===== config.mk =====
export PLATFORM = sky130hd
export DESIGN_NAME = pmem_arbiter
export DESIGN_NICKNAME = d
export VERILOG_FILES = /design/src/rtl/pmem_pkg.sv /design/src/rtl/pmem_starve_counter.sv /design/src/rtl/pmem_arbiter.sv
export SDC_FILE = /design/constraint.sdc
export NUM_CORES = 1
export LEC_CHECK = 0
export ABC_CLOCK_PERIOD_IN_PS = 5600
export BUFFER_PORTS_ARGS = -buffer_cell sky130_fd_sc_hd__clkbuf_2
export CELL_PAD_IN_SITES_DETAIL_PLACEMENT = 2
export CELL_PAD_IN_SITES_GLOBAL_PLACEMENT = 2
export CORE_MARGIN = 8
export CORE_UTILIZATION = 18
export DETAILED_ROUTE_END_ITERATION = 6
export PLACE_DENSITY_LB_ADDON = 0.05
export RECOVER_POWER = 50
export SETUP_SLACK_MARGIN = 0.2
export SYNTH_ARGS = -nofsm -noshare
export SYNTH_HDL_FRONTEND = slang
export SYNTH_HIERARCHICAL = 1
export SYNTH_SLANG_ARGS = --single-unit

===== constraint.sdc =====
create_clock -name clk -period 5.6 [get_ports clk]
set_input_delay 1.12 -clock clk [delete_from_list [all_inputs] [get_ports clk]]
set_output_delay 1.12 -clock clk [all_outputs]
set_load 0.005 [all_outputs]

===== src/rtl/pmem_pkg.sv =====
// Shared types and defaults for the program-memory arbiter.
package pmem_pkg;

  typedef enum logic {
    BOOT = 1'b0,
    RUN  = 1'b1
  } pmem_state_e;

  localparam int PMEM_DEPTH_WORDS  = 256;
  localparam int PMEM_WADDR_W      = 8;
  localparam int PMEM_STARVE_LIMIT = 4;

  // Counter width able to hold 0..limit; at least one bit.
  function automatic int starve_cnt_w(input int limit);
    return (limit < 1) ? 1 : $clog2(limit + 1);
  endfunction

endpackage


===== src/rtl/pmem_starve_counter.sv =====
// Saturating count of consecutive loader wins while fetch is waiting.
module pmem_starve_counter
  import pmem_pkg::*;
#(
  parameter int LIMIT = PMEM_STARVE_LIMIT
) (
  input  logic clk,
  input  logic reset_n,
  input  logic clr,
  input  logic inc,
  output logic at_limit
);

  localparam int W = starve_cnt_w(LIMIT);

  logic [W-1:0] cnt;

  assign at_limit = (cnt == W'(LIMIT));

  // Clear wins over increment; hold at the limit until fetch is served.
  always_ff @(posedge clk) begin
    if (!reset_n)                cnt <= '0;
    else if (clr)                cnt <= '0;
    else if (inc && !at_limit)   cnt <= cnt + 1'b1;
  end

endmodule


===== src/rtl/pmem_arbiter.sv =====
// Program-memory port arbiter between instruction fetch (read) and the
// boot loader (write). Build option: PMEM_BOOT_HOLD_EN holds the arbiter
// in BOOT until the loader signals ld_done; without it the arbiter starts
// in RUN straight out of reset.
module pmem_arbiter
  import pmem_pkg::*;
#(
  parameter int DEPTH_WORDS  = PMEM_DEPTH_WORDS,
  parameter int STARVE_LIMIT = PMEM_STARVE_LIMIT
) (
  input  logic                          clk,
  input  logic                          reset_n,
  input  logic                          fetch_req,
  input  logic [31:0]                   fetch_addr,
  output logic                          fetch_gnt,
  output logic                          fetch_rvalid,
  output logic [31:0]                   fetch_rdata,
  input  logic                          ld_valid,
  input  logic [31:0]                   ld_addr,
  input  logic [31:0]                   ld_data,
  output logic                          ld_ready,
  input  logic                          ld_done,
  output logic                          ld_err,
  output logic [$clog2(DEPTH_WORDS):0]  load_count,
  output logic                          boot_done,
  output logic [31:0]                   mem_byte_address,
  output logic                          mem_write_enable,
  output logic [31:0]                   mem_write_data,
  input  logic [31:0]                   mem_read_data
);

  localparam int CW = $clog2(DEPTH_WORDS) + 1;

`ifdef PMEM_BOOT_HOLD_EN
  localparam pmem_state_e RESET_STATE = BOOT;
`else
  localparam pmem_state_e RESET_STATE = RUN;
  logic unused_ld_done;
  assign unused_ld_done = ld_done;
`endif

  pmem_state_e state, state_nxt;
  logic        at_limit;
  logic        ld_xfer;
  logic        ld_bad;

  assign boot_done = (state == RUN);

  // Misaligned or out-of-range writes still handshake but never reach memory.
  assign ld_xfer          = ld_valid && ld_ready;
  assign ld_bad           = (ld_addr[1:0] != 2'b00) ||
                            ({2'b00, ld_addr[31:2]} >= 32'(DEPTH_WORDS));
  assign mem_write_enable = ld_xfer && !ld_bad;
  assign mem_byte_address = ld_xfer ? ld_addr : fetch_addr;
  assign mem_write_data   = ld_data;

  // State register; RUN is terminal until reset.
  always_ff @(posedge clk) begin
    if (!reset_n) state <= RESET_STATE;
    else          state <= state_nxt;
  end

  // Next state: only a BOOT-hold build ever leaves BOOT, on ld_done.
  always_comb begin
    state_nxt = state;
`ifdef PMEM_BOOT_HOLD_EN
    if (state == BOOT && ld_done) state_nxt = RUN;
`endif
  end

  // Grant selection: loader priority with a fetch anti-starvation override.
  always_comb begin
    fetch_gnt = 1'b0;
    ld_ready  = 1'b0;
    if (reset_n) begin
      if (state == BOOT) begin
        ld_ready = ld_valid;
      end else if (fetch_req && ld_valid) begin
        fetch_gnt = at_limit;
        ld_ready  = !at_limit;
      end else begin
        fetch_gnt = fetch_req;
        ld_ready  = ld_valid;
      end
    end
  end

  pmem_starve_counter #(.LIMIT(STARVE_LIMIT)) u_starve (
    .clk      (clk),
    .reset_n  (reset_n),
    .clr      (fetch_gnt || !fetch_req),
    .inc      (ld_xfer && fetch_req),
    .at_limit (at_limit)
  );

  // Fetch read data is captured on grant and held until the next grant.
  always_ff @(posedge clk) begin
    if (!reset_n) begin
      fetch_rvalid <= 1'b0;
      fetch_rdata  <= '0;
    end else begin
      fetch_rvalid <= fetch_gnt;
      if (fetch_gnt) fetch_rdata <= mem_read_data;
    end
  end

  // Loader bookkeeping: sticky error flag and saturating good-write count.
  always_ff @(posedge clk) begin
    if (!reset_n) begin
      ld_err     <= 1'b0;
      load_count <= '0;
    end else begin
      if (ld_xfer && ld_bad) ld_err <= 1'b1;
      if (mem_write_enable && load_count != CW'(DEPTH_WORDS))
        load_count <= load_count + 1'b1;
    end
  end

endmodule


## Yosys cells after proc, flatten, opt, wreduce, memory -nomap -nowiden

Cells that the tools add are included.
W data, S select, Z words.

- Word-level logic and storage cells: 30
- Output and inout bits: 111
- Bits of input ports: 133
- Bits in registers: 46

- $lt $le $gt $ge: 1
- Add/sub/neg operators: 2
- Reductions and logical operators: 14
- Multiplexer cells: 5
- Bitwise operators: 1
- Eq/ne operators: 2

Operator list:

| cell | count |
|---|---|
| $mux W32 | 1 |
| $ge A30 B9 Y1 const B | 1 |
| $add A9 B1 Y9 const B | 1 |
| $ne A9 B9 Y1 const B | 1 |
| $logic_and A1 B1 Y1 | 7 |
| $mux W1 | 4 |
| $add A3 B1 Y3 const B | 1 |
| $eq A3 B3 Y1 const B | 1 |
| $logic_not A1 Y1 | 3 |
| $logic_or A1 B1 Y1 | 2 |
| $reduce_bool A2 Y1 | 1 |
| $reduce_or A2 Y1 | 1 |
| $not A1 Y1 | 1 |

## Depth between registers and ports, before layout

Gate-level depths: netlist (run 1).

- Depth in word-level cells: 7
- Mapped depth: 9
- Depth with buffers taken out: 8

## By module

Netlist (run 1), hierarchy kept.

Modules (own cells, without submodules):

| module | times used | sequential area each (µm²) | cells each | area each (µm²) |
|---|---|---|---|---|
| pmem_arbiter | 1 | 860.8 | 352 | 2358.5 |
| pmem_starve_counter | 1 | 60.1 | 18 | 187.7 |

## Least setup slack after synthesis (run 1)

No wires, ideal clock.

- Path kind: input port to output port
- Start: input reset_n
- End: output fetch_gnt
- Cell stages on the path: 5
- Arrival time: 2.187 ns
- Path buffers: 3
- Setup slack: 2.293 ns
- Required time: 4.480 ns
- Cell sequence: clkbuf_1 > nand2_1 > nor2b_1 > clkbuf_1 > clkbuf_1

- Word-level cells in the longest chain between the ends: 1

RTL lines:

| item | line | RTL |
|---|---|---|
| start: declaration | pmem_arbiter.sv:12 | `input logic reset_n,` |
| $mux W1 | pmem_arbiter.sv:75 | `if (reset_n) begin` |
| end: declaration | pmem_arbiter.sv:15 | `output logic fetch_gnt,` |

No other way between the ends.

## Final worst setup path (run 1)

- Start: input fetch_req
- End: output mem_byte_address[21]

- Word-level cells in the longest chain between the ends: 5

RTL lines:

| item | line | RTL |
|---|---|---|
| start: declaration | pmem_arbiter.sv:13 | `input logic fetch_req,` |
| $logic_and A1 B1 Y1 | pmem_arbiter.sv:78 | `end else if (fetch_req && ld_valid) begin` |
| $mux W1 | pmem_arbiter.sv:78 |  |
| $mux W1 | pmem_arbiter.sv:75 |  |
| $logic_and A1 B1 Y1 | pmem_arbiter.sv:50 | `assign ld_xfer = ld_valid && ld_ready;` |
| $mux W32 | pmem_arbiter.sv:54 | `assign mem_byte_address = ld_xfer ? ld_addr : fetch_addr;` |
| end: declaration | pmem_arbiter.sv:26 | `output logic [31:0] mem_byte_address,` |

No other way between the ends.

==> out/results.ini, run 1 <==
[timing]
hold_ws_ns=0.444
max_slew_margin_pct=38.2
skew_ns=0.0114
finalHoldViolCount=0
rsz0062_at_grt=false
post-route-min-period_ns=3.79
min_period_over_period_pct=67.6
setup_violations=0
maxSlewViolCount=0
max_freq_mhz=264
worst_pin_slew_ns=0.921
setup-tns-final_ns=0

[flow_run]
drv_cap=0

[route]
first_iter_violations=87
routed_wl_um=10600
post-route-drc-count=0
first_pass_iters=4
routedWlPerCell_um=15.5
vias=2871
antenna_left=0
viasPerCell=4.17

[synth]
syn_area_mm2=0.00255
yosysWarnings=6
yosysSeqAreaShare_pct=36.2
netlist_top_cells_count=nand2_1, dfxtp_1, o21ai_0, buf_4, clkbuf_1
synth.area.top_cells=dfxtp_1, nand2_1, buf_4
synth_ff_type=dfxtp_1
syn_nets=507
synth-edff-count=0
async_reset_ff_share_pct=0
synth_top_area_share_pct=36.2
post-synth-top-count-cell=nand2_1
synth_top_area_cell=dfxtp_1
synth-seq-cells=46
postSynthCellCount=370
syn_avg_cell_area_um2=6.88
netlist-cell-type-count=36

[critical_path]
worst_ep_required_time_ns=4.48
critPathMaxFanout=34
crit_buf_inv=3
critPathSlowestCell=clkinv_1
critPathMaxStageDelay_ns=0.72
cp_cell_sequence=clkbuf_1 > nand2_1 > nand3_1 > clkinv_1 > nand2_1 > nand2_1 > clkbuf_2
crit_family=buffers and inverters
crit_type=input port to output port
crit_path_start_kind=input port
cp.arrival_ns=2.67
path_common_cell=nand2_1
cp-end-kind=output port

[global_routing]
grt_usage_pct=11.3
grt_pass1_vias=3169
grt-ovfl-total=0
grt_pass1_wl_um=16400
antenna_found_initial=0
grt_max_degree=66

[clock_network]
clock-sinks=46
clkSlewWorstSetupHoldPaths_ns=0.06
hold_buffers=0
clockBufferDepth=2
ctsResizeCount=0
cts_tree=built
cts_setup_buffers=0
insertion_delay_ns=0.29
cts_root_buf=clkbuf_16
cts_made_buffers=5
h-tree-depth=2

[floorplanning]
num_rows=43
start_util_pct=18.4
ios=244
die_w_um=135
die_y_um=135
die-area_mm2=0.0182
core_area_mm2=0.0138

[placed_design]
dp_hpwl_um=8640
place_congestion=0.652
port_buffers=177

[final_layout]
layout-drive-gt1-share_pct=32.1
synthToLayoutAreaGrowth_pct=36.6
layout.nets=644
fill_cells=1698
diodes=0

[outcome]
status=finished clean

[power_and_ir_drop]
p_leak_nw=1.65
powerDensity_mw_per_mm2=228
irDropWorstVdd_v=0.000106

[min_path]
hp-class=register to register

## report_power, final
group	internal, mW	total [mW]	switching [mW]
clock	0.180	0.315	0.135
sequential	0.341	0.347	0.00650
combinational	0.0606	0.132	0.0709
## final timing paths
check | from | to | slack, ns | cells after the start
hold / removal | ld_err$_SDFFE_PN0P_ | ld_err$_SDFFE_PN0P_ | 0.44 | 2
setup / recovery | fetch_req | mem_byte_address[21] | 1.81 | 7
setup reg to reg | u_starve/cnt[0]$_SDFFE_PP0P_ | load_count[8]$_SDFFE_PN0P_ | 3.05 | 9
hold reg to reg | ld_err$_SDFFE_PN0P_ | ld_err$_SDFFE_PN0P_ | 0.44 | 2
## metrics by stage
stage / area [µm²] / setup WS (ns) / utilization [%] / std cells / total power, mW
3_5_place_dp: 3380 / 1.76 / 24.4 / 680 / 0.495
3_3_place_gp: 3380 / 1.78 / 24.4 / 680 / 0.491
2_1_floorplan: 2550 / 2.29 / - / 370 / 0.424
4_1_cts: 3530 / 1.74 / 25.5 / 688 / 0.820
6_report: 3480 / 1.81 / 25.1 / 688 / 0.794
5_1_grt: 3480 / 1.47 / 25.1 / 688 / 0.839
## routing by layer
layer / vias up / GRT usage, % / wire, µm
met3: 11 / 4.12 / 868
met1: 1352 / 11.7 / 4090
li1: 1421 / - / -
met5: - / 0 / 0
met4: 0 / 4.01 / 173
met2: 87 / 20.4 / 5510
## placed cells by master, fill, tap and decap left out, drive strengths merged, types with 2 or more instances in the layout
master,instances
clkbuf,184
nand2,172
dfxtp,46
o21ai,36
inv,9
a21oi,7
nor4,7
nand3,4
nor2,4
ha,4
buf,3
nand3b,3
nor4b,3
nand2b,2
a21o,2
or3,2
mux2i,2
nor2b,2
## flip-flops by register name, indices dropped and copies added, names as in the netlist
name	count
fetch_rdata	32
fetch_rvalid	1
ld_err	1
load_count	9
u_starve/cnt	3
## layout make-up
cell class                 count  area (µm²)  area share [%]
clock buffer                   7         143            4.10
clock inverter                 1        8.76           0.252
sequential                    46         921            26.5
timing repair buffer         180         865            24.9
multi-input combinational    265        1280            36.8
inverter                       9        33.8           0.972
tap                          180         225            6.48
## cell families (layout without fill, tap and decap cells)
group                    Yosys count  count (layout)  share of synthesized area, %
AND/OR/NAND/NOR                  207             207                          36.1
buffers and inverters             59             197                          13.6
AO/OA/AOI/OAI                     50              50                          11.0
flip-flops                        46              46                          36.2
adder cells (fa/ha/maj)            4               4                          1.97
multiplexers                       2               2                         0.786
other                              1               1                         0.147
XOR/XNOR                           1               1                         0.344
## worst reg2reg max path: cells and delay by family, from the launching register on
kind	cells	cell delay, ns
adders and majority gates	1	0.22
and+or+nand+nor	5	1.44
buffers and inverters	2	0.32
DFF	1	0.38
AOI/OAI and AO/OA	1	0.15
No activity file was read; power rests on OpenSTA's default activity.
==> run 2: changes to the inputs <==
Settings changed: ABC_AREA set to 1, ABC_CLOCK_PERIOD_IN_PS 5600 to 3400, CORE_UTILIZATION 18 to 15.
Clock period 5.6 ns to 3.4 ns, I/O delays scaled along.
==> run 2 against run 1 <==
Against the previous run: synthesized cell count increased by 15%; core utilization decreased by 4.8 points; area after synthesis increased by 7.9%; critical path depth increased by 3; clock skew increased by 0.00097 ns; worst hold slack improved by 0.021 ns; sequential power increased by 65%; combinational power increased by 70%; register-to-register slack got worse by 2.4 ns; critical path type is now register to output port; highest routed layer unchanged.
==> out/results.ini, run 2 <==
[global_routing]
grt-ovfl-total=0  ; unchanged
grt_usage_pct=10.5  ; -0.78 points
antenna_found_initial=0  ; unchanged
grt_pass1_vias=3435  ; +8.4%
grt_pass1_wl_um=18800  ; +15%
grt_max_degree=66  ; unchanged

[timing]
worst_pin_slew_ns=1.16  ; +0.236 ns
setup_violations=0  ; unchanged
hold_ws_ns=0.464  ; +0.0206 ns
post-route-min-period_ns=2.83
maxSlewViolCount=0  ; unchanged
min_period_over_period_pct=83.2
finalHoldViolCount=0  ; unchanged
setup_slack_ns=0.572  ; -1.24 ns
max_freq_mhz=354
max_slew_margin_pct=22.9  ; -15 points
setup-tns-final_ns=0  ; unchanged
skew_ns=0.0124  ; +0.000966 ns
rsz0062_at_grt=false

[critical_path]
critPathSlowestCell=inv_2
crit_path_start_kind=register
path_common_cell=nand2_1
cp-end-kind=output port
critPathMaxFanout=31  ; -8.8%
cp_cell_sequence=inv_1 > ha_1 > nand2_1 > inv_1 > nand2_1 > nand3_1 > inv_2 > nand2_1 > nand2_1 > clkbuf_2
critPathMaxStageDelay_ns=0.45  ; -0.27 ns
worst_ep_required_time_ns=2.72  ; -1.76 ns
cp.arrival_ns=2.15  ; -0.52 ns
crit_type=register to output port

[placed_design]
dpl_worst_slack_ns=0.851  ; -0.910 ns
port_buffers=177  ; unchanged
dp_hpwl_um=9740  ; +13%
place_congestion=0.712  ; +9.2%
placed_cell_area_mm2=0.00358  ; +6.0%
dpl.cell_count=781  ; +15%

[clock_network]
cts_root_buf=clkbuf_16
clkSlewWorstSetupHoldPaths_ns=0.07  ; about the same
hold_buffers=0  ; unchanged
h-tree-depth=2  ; unchanged
insertion_delay_ns=0.30  ; about the same
clock-sinks=46  ; unchanged
clockBufferDepth=2  ; unchanged
cts_made_buffers=5  ; unchanged
cts_setup_buffers=0  ; unchanged
cts_tree=built
ctsResizeCount=0  ; unchanged

[route]
first_iter_violations=42  ; -52%
first_pass_iters=4  ; unchanged
vias=3160  ; +10%
routedWlPerCell_um=15.4  ; -0.44%
routed_wl_um=12200  ; +14%
antenna_left=0  ; unchanged
post-route-drc-count=0  ; unchanged
viasPerCell=4.01  ; -4.0%

[outcome]
status=finished clean

[floorplanning]
start_util_pct=15.3  ; -3.1 points
ios=244  ; unchanged
num_rows=49  ; +14%
die_y_um=151  ; +12%
die-area_mm2=0.0229  ; +26%
die_w_um=151  ; +12%
core_area_mm2=0.0180  ; +30%

[final_layout]
largest_reg_flops=32  ; unchanged
top_register=fetch_rdata
seq_area_um2=921  ; unchanged
diodes=0  ; unchanged
reg.largest.list=fetch_rdata (32), load_count (9), u_starve/cnt (3)
layout-drive-gt1-share_pct=28.0  ; -4.1 points
layout_commonest_cell=nand2_1
synthToLayoutAreaGrowth_pct=33.1
postLayoutCellArea_mm2=0.00365  ; +5.1%
fin_util_pct=20.3  ; -4.8 points
layout.nets=696  ; +8.1%
layout_common_cells=nand2_1, clkbuf_2, dfxtp_1
multiInputGateArea_mm2=0.00136  ; +5.8%
fill_cells=2253  ; +33%
stdcell_count=789  ; +15%

[synth]
synth_top_area_share_pct=33.5  ; -2.6 points
yosysWarnings=6  ; unchanged
netlist_top_cells_count=nand2_1, dfxtp_1, buf_4, nor2_1, o21ai_0
postSynthCellCount=424  ; +15%
syn_avg_cell_area_um2=6.48  ; -5.9%
yosysSeqAreaShare_pct=33.5  ; -2.6 points
syn_nets=561  ; +11%
synth_ff_type=dfxtp_1
netlist-cell-type-count=28  ; -22%
synth.area.top_cells=dfxtp_1, nand2_1, buf_4
synth-seq-cells=46  ; unchanged
post-synth-top-count-cell=nand2_1
synth-edff-count=0  ; unchanged
synth_top_area_cell=dfxtp_1
syn_area_mm2=0.00275  ; +7.9%
async_reset_ff_share_pct=0  ; unchanged

[power_and_ir_drop]
p_leak_nw=1.74  ; +5.6%
powerDensity_mw_per_mm2=357  ; +56%
irDropWorstVdd_v=0.000183  ; +72%
totalPowerFinal_mw=1.30  ; +64%

[min_path]
hp-class=register to register

[flow_run]
drv_cap=0  ; unchanged

[run 2: cell count changes after synthesis, moves of 9 or more]
cell,delta
nand2_1,+18
nor2_1,+26
nand4_1,+9
inv_1,+13
clkbuf_1,-11
o21ai_1,+10
[run 2: per-layer routing]
metal	global-route usage, %	wire [µm]	vias to the layer above
met5	0	0	-
met2	18.2	5770	133
met4	2.72	120	0
met3	4.39	1290	9
li1	-	-	1550
met1	11.5	4970	1468
[run 2: power breakdown]
group	switching [mW]	internal, mW
clock network	0.232	0.273
registers	0.0113	0.561
logic	0.125	0.100
[run 2: critical path, delay by kind of cell, from the launching register on]
family        cells  cell delay [ns]
buf+inv           4             0.72
simple gates      5             0.54
flops             1             0.38
fa+ha+maj         1             0.21
[run 2: layout make-up]
cell class	count	area share [%]
clock buffer	5	3.42
clock inverter	3	0.514
inverter	23	2.36
multi-input combinational	302	37.1
sequential	46	25.2
tap	229	7.84
timing repair buffer	181	23.6
[run 2: final timing paths]
path | from | end | slack [ns] | depth (start not counted)
worst min register to register | fetch_rdata[26]$_SDFFE_PN0P_ | fetch_rdata[26]$_SDFFE_PN0P_ | 0.46 | 2
worst max register to register | u_starve/cnt[0]$_SDFFE_PP0P_ | u_starve/cnt[1]$_SDFFE_PP0P_ | 0.63 | 11
worst min-delay path | fetch_rdata[26]$_SDFFE_PN0P_ | fetch_rdata[26]$_SDFFE_PN0P_ | 0.46 | 2
worst max-delay path | u_starve/cnt[0]$_SDFFE_PP0P_ | mem_byte_address[22] | 0.57 | 10
[run 2: kinds of logic after synthesis]
logic type	synth area share (%)
compound gates	9.98
xor+xnor	0.957
fa+ha+maj	1.82
buf+inv	17.0
flops	33.5
other cells	0.137
simple gates	36.5
